`config.mk`:
```
export PLATFORM = sky130hd
export DESIGN_NAME = sensor_event_monitor
export DESIGN_NICKNAME = d
export VERILOG_FILES = /design/src/rtl/sensor_event_monitor.sv
export SDC_FILE = /design/constraint.sdc
export NUM_CORES = 1
export LEC_CHECK = 0
export CAP_MARGIN = 20
export CORE_UTILIZATION = 30
export DETAILED_ROUTE_END_ITERATION = 12
export GPL_ROUTABILITY_DRIVEN = 1
export PLACE_DENSITY = 0.49
export SLEW_MARGIN = 40
export SYNTH_ARGS = -nofsm -noshare
export SYNTH_HDL_FRONTEND = slang
export SYNTH_SLANG_ARGS = --single-unit
```
`constraint.sdc`:
```
create_clock -name i_clk -period 2.59 [get_ports i_clk]
set_input_delay 0.259 -clock i_clk [delete_from_list [all_inputs] [get_ports i_clk]]
set_output_delay 0.259 -clock i_clk [all_outputs]
set_load 0.005 [all_outputs]
```
`src/rtl/sensor_event_monitor.sv`:
```
// sensor_event_monitor
//   Debounces the single-bit sensor detection level and counts confirmed
//   detection events, i.e. debounced 0->1 transitions. Each event is offered
//   to a consumer through a valid/ack pair. A sticky alarm is raised once the
//   saturating event count reaches THRESH. A sticky overrun flag records an
//   event that arrived while the previous one was still unacknowledged.
//
// Parameters
//   DEB_CYCLES  consecutive equal samples needed to change o_det (>= 1)
//   CNT_W       width of the event counter
//   THRESH      count at/above which o_alarm sets (< 2**CNT_W)
//
// Ports
//   i_clk      rising-edge clock
//   i_mr_n     asynchronous active-low reset
//   i_z_in     detection level from the sensor stage, synchronous to i_clk
//   i_clr      synchronous clear of o_evt_cnt, o_alarm, o_evt_vld, o_ovr
//   i_evt_ack  consumer acknowledge of o_evt_vld
//   o_det      debounced detection level
//   o_evt_vld  new event pending
//   o_evt_cnt  confirmed events since reset/clear, saturating
//   o_alarm    sticky, o_evt_cnt >= THRESH
//   o_ovr      sticky, event arrived while o_evt_vld was still pending
module sensor_event_monitor #(
  parameter int unsigned DEB_CYCLES = 4,
  parameter int unsigned CNT_W      = 8,
  parameter int unsigned THRESH     = 10
) (
  input  logic             i_clk,
  input  logic             i_mr_n,
  input  logic             i_z_in,
  input  logic             i_clr,
  input  logic             i_evt_ack,
  output logic             o_det,
  output logic             o_evt_vld,
  output logic [CNT_W-1:0] o_evt_cnt,
  output logic             o_alarm,
  output logic             o_ovr
);

  // Debounce counter only needs to reach DEB_CYCLES-1 before the decision edge.
  localparam int unsigned DCNT_W = (DEB_CYCLES > 1) ? $clog2(DEB_CYCLES + 1) : 1;
  localparam logic [DCNT_W-1:0] DCNT_LAST = DCNT_W'(DEB_CYCLES - 1);
  localparam logic [CNT_W-1:0]  CNT_MAX   = '1;
  localparam logic [CNT_W-1:0]  CNT_THR   = CNT_W'(THRESH);
  localparam bit                DEB_ONE   = (DEB_CYCLES == 1);

  typedef enum logic [1:0] {
    IDLE     = 2'd0,
    RISE_CHK = 2'd1,
    ACTIVE   = 2'd2,
    FALL_CHK = 2'd3
  } state_e;

  state_e            r_state;
  logic [DCNT_W-1:0] r_dcnt;

  logic              w_event;
  logic [CNT_W-1:0]  w_cnt_inc;

  // Event strobe: the edge on which the FSM enters ACTIVE from the rising side.
  always_comb begin
    w_event = 1'b0;
    if (i_z_in) begin
      case (r_state)
        IDLE:     w_event = DEB_ONE;
        RISE_CHK: w_event = (r_dcnt == DCNT_LAST);
        default:  w_event = 1'b0;
      endcase
    end
  end

  // Saturating increment of the event counter.
  always_comb begin
    w_cnt_inc = o_evt_cnt;
    if (o_evt_cnt != CNT_MAX) begin
      w_cnt_inc = o_evt_cnt + 1'b1;
    end
  end

  // Debounce FSM; o_det changes on the edge sampling the DEB_CYCLES-th equal value.
  always_ff @(posedge i_clk or negedge i_mr_n) begin
    if (!i_mr_n) begin
      r_state <= IDLE;
      r_dcnt  <= '0;
      o_det   <= 1'b0;
    end else begin
      case (r_state)
        IDLE: begin
          if (i_z_in) begin
            if (DEB_ONE) begin
              r_state <= ACTIVE;
              o_det   <= 1'b1;
            end else begin
              r_state <= RISE_CHK;
              r_dcnt  <= DCNT_W'(1);
            end
          end
        end
        RISE_CHK: begin
          if (!i_z_in) begin
            r_state <= IDLE;
            r_dcnt  <= '0;
          end else if (r_dcnt == DCNT_LAST) begin
            r_state <= ACTIVE;
            r_dcnt  <= '0;
            o_det   <= 1'b1;
          end else begin
            r_dcnt  <= r_dcnt + 1'b1;
          end
        end
        ACTIVE: begin
          if (!i_z_in) begin
            if (DEB_ONE) begin
              r_state <= IDLE;
              o_det   <= 1'b0;
            end else begin
              r_state <= FALL_CHK;
              r_dcnt  <= DCNT_W'(1);
            end
          end
        end
        FALL_CHK: begin
          if (i_z_in) begin
            r_state <= ACTIVE;
            r_dcnt  <= '0;
          end else if (r_dcnt == DCNT_LAST) begin
            r_state <= IDLE;
            r_dcnt  <= '0;
            o_det   <= 1'b0;
          end else begin
            r_dcnt  <= r_dcnt + 1'b1;
          end
        end
        default: begin
          r_state <= IDLE;
          r_dcnt  <= '0;
          o_det   <= 1'b0;
        end
      endcase
    end
  end

  // Event bookkeeping; clear wins over a same-edge event or acknowledge.
  always_ff @(posedge i_clk or negedge i_mr_n) begin
    if (!i_mr_n) begin
      o_evt_cnt <= '0;
      o_alarm   <= 1'b0;
      o_evt_vld <= 1'b0;
      o_ovr     <= 1'b0;
    end else if (i_clr) begin
      o_evt_cnt <= '0;
      o_alarm   <= 1'b0;
      o_evt_vld <= 1'b0;
      o_ovr     <= 1'b0;
    end else if (w_event) begin
      o_evt_cnt <= w_cnt_inc;
      o_evt_vld <= 1'b1;
      if (w_cnt_inc >= CNT_THR) begin
        o_alarm <= 1'b1;
      end
      // An ack landing on the event edge consumes the old event, so no overrun.
      if (o_evt_vld && !i_evt_ack) begin
        o_ovr <= 1'b1;
      end
    end else if (o_evt_vld && i_evt_ack) begin
      o_evt_vld <= 1'b0;
    end
  end

endmodule
```
==> out/results.tsv <==
stage	metric	value	unit
outcome	outcome	finished, violations left	
outcome	violations	design-rule violations	
drt	ant_nets	0	
sta	slew_headroom	67.0	%
yosys	syn_avg_cell_area	9.27	um^2
floorplanning	io_pins	17	
global_routing	grt.overflow.total	0	
critical_path	critical_path.max_stage_delay	460	ps
critical_path	path_class	flip-flop to flip-flop	
yosys	synth_seq_area_share	45.5	%
sta	hold_viol	0	
critical_path	arrival	1900	ps
global_routing	groute.usage.overall	14.2	%
drt	vias	829	
clock_tree	cts_buffers	3	
clock_tree	cts.sink_count	17	
cells_and_area	nets	128	
cells_and_area	area_growth	23.7	%
critical_path	crit_buf_inv	0	
clock_tree	cts_max_level	1	
global_routing	met3_usage	4.02	%
drt	drt-wirelength-per-cell	14.2	um
floorplanning	rows	19	
sta	finalSetupViolCount	0	
drt	drt_iter0_markers	28	
global_routing	antenna_found_initial	0	
sta	whs	411	ps
sta	tightest_slew	490	ps
power	cellLeakagePower	0.000454	uW
critical_path	cp-end-kind	flip-flop	
floorplanning	initial_core_util	32.8	%
global_routing	grt_most_used_layer	met2	
yosys	ys_warn_count	0	
clock_tree	post-cts-setup-buffer-count	0	
global_routing	grt_pass1_wl	3620	um
critical_path	cp-start-kind	flip-flop	
worst_hold_path	min_path_type	input port to asynchronous set/reset pin	
sta	final.min_clock_period	1740	ps
clock_tree	clkTransAtPathRegs	110	ps
drt	finalWirelength	2140	um
floorplanning	chipWidth	57.9	um
job	cap_violations	0	
cells_and_area	drive_gt1_share	9.17	%
critical_path	cp_cell_sequence	ha_1 -> nand3_1 -> o41ai_1 -> a41oi_1	
drt	drc	2	
floorplanning	die_h	57.9	um
yosys	synth.distinct_cells	38	
sta	rsz0062_at_grt	no	
yosys	syn-num-nets	108	
global_routing	grt_pass1_vias	789	
placed_design	io_buffers	16	
yosys	netlist_area	936	um^2
clock_tree	cts_resized	0	
cells_and_area	fin_area	1160	um^2
critical_path	critical-path-top-delay-family	compound AO/OA/AOI/OAI gates	
sta	fin_crit_sh	67.2	%
sta	clock_skew	10.1	ps
cells_and_area	finalNonFillerCells	151	
floorplanning	die-area	3350	um^2
yosys	netlist_instances	101	
critical_path	crit_fanout	7	
floorplanning	core-area	2850	um^2
sta	slew_violations	0	
critical_path	required	2750	ps
global_routing	gr-usage-met1	18.9	%
sta	finalSetupTns	0	ps
cells_and_area	antennaDiodeCount	0	
yosys	ys_seq_elements	17	
global_routing	use_met2	22.7	%
drt	viasPerCell	5.49	
clock_tree	cts_buffer_depth	2	
clock_tree	cts_tree	built	
placed_design	dpl_cell_area	1130	um^2
power	ir_drop	322	uV
placed_design	globalplace.congestion	0.754	
placed_design	dp_hpwl	1520	um
clock_tree	clock_latency	290	ps
drt	dr.pass1.iters	8	
global_routing	grt_max_degree	18	
clock_tree	hold_buffers	0	
critical_path	slowest_stage	dfrtp_1	
clock_tree	cts_root_buffer	clkbuf_4	
placed_design	dp_cells	146	
sta	fmax	575	MHz
power	pwr_density_cell	535	nW/um^2
[final cells by class]
class	instances	area, um^2
Multi-Input combinational cell	78	487
Sequential cell	17	425
Tap cell	31	38.8
Timing Repair Buffer	17	165
Clock buffer	4	26.3
Fill cell	277	1700
Inverter	4	15.0
[synth_stat cells]
cell	n	area [um^2]
a211oi_1	2	15.0
a21o_1	1	7.51
a21oi_1	6	30.0
a22oi_1	1	7.51
a311oi_1	1	8.76
a41oi_1	1	8.76
and2_1	1	6.26
and3_1	1	6.26
and3b_2	1	10.0
buf_1	1	3.75
clkbuf_2	1	5.00
dfrtp_1	17	425
ha_1	2	25.0
inv_1	4	15.0
mux2_2	1	11.3
mux2i_1	2	20.0
nand2_1	9	33.8
nand2b_1	1	6.26
nand2b_2	1	8.76
nand3_1	4	20.0
nand3b_2	1	11.3
nand4b_1	1	8.76
nor2_1	8	30.0
nor2b_1	2	12.5
nor3_1	5	25.0
nor4_1	3	18.8
o21a_1	2	15.0
o21ai_0	8	40.0
o21bai_1	1	7.51
o221a_2	1	11.3
o22ai_1	1	6.26
o311ai_0	1	8.76
o41ai_1	1	8.76
or2_0	1	6.26
or2_2	2	12.5
or3_1	2	12.5
xnor2_1	2	17.5
xor2_1	1	8.76
[power by group]
group,total [uW],switching [uW],internal [uW]
logic,142,75.9,65.9
clock network,145,85.3,59.9
registers,333,35.1,297
[metal layers]
layer,vias to the layer above,wire length [um]
li1,409,-
met1,395,1070
met2,23,963
met3,2,94
met4,0,17
met5,-,0
[state kept, by name, indices dropped and copies added (netlist names), named ones only]
register   count
o_evt_cnt      8
r_dcnt         3
o_evt_vld      1
o_det          1
r_state        1
o_ovr          1
o_alarm        1
[cell families (layout without fill, tap and decap cells)]
kind of cell / after synthesis / after routing / synth area share (%)
DFF: 17 / 17 / 45.5
and+or+nand+nor: 43 / 43 / 24.5
xor gates and xnor gates: 3 / 3 / 2.81
buffers and inverters: 6 / 25 / 2.54
muxes: 3 / 3 / 3.34
AOI/OAI and AO/OA: 27 / 27 / 18.7
adders and majority gates: 2 / 2 / 2.67
[final timing paths]
path                              start      endpoint  slack [ps]  cells after the start
max reg2reg                o_evt_cnt[0]       o_alarm         850                      4
max                        o_evt_cnt[0]       o_alarm         850                      4
min reg2reg                       o_ovr         o_ovr         510                      1
max in group asynchronous        i_mr_n         o_ovr        1880                      2
min                              i_mr_n  o_evt_cnt[7]         410                      2
min in group i_clk                o_ovr         o_ovr         510                      1
[placed cells by master (no fill, tap or decap), drive strengths merged, types with 2 or more instances in the layout]
cell,count
inv,4
a21oi,6
ha,2
or3,2
o21a,2
nand3,4
a211oi,2
nand2b,2
clkdlybuf4s50,15
nor2b,2
or2,3
nand2,9
clkbuf,4
xnor2,2
nor3,5
dfrtp,17
mux2i,2
nor2,8
o21ai,8
nor4,3
[per-stage QoR]
stage / total power (uW) / utilization [%] / setup WS [ps]
after global routing: 670 / 40.6 / 695
after CTS: 627 / 40.4 / 845
after floorplan: 435 / - / 1040
after detailed placement: 480 / 39.5 / 700
final: 619 / 40.6 / 850
after global placement: 477 / 39.5 / 754
Note: power is estimated with default switching activity, not from simulation.
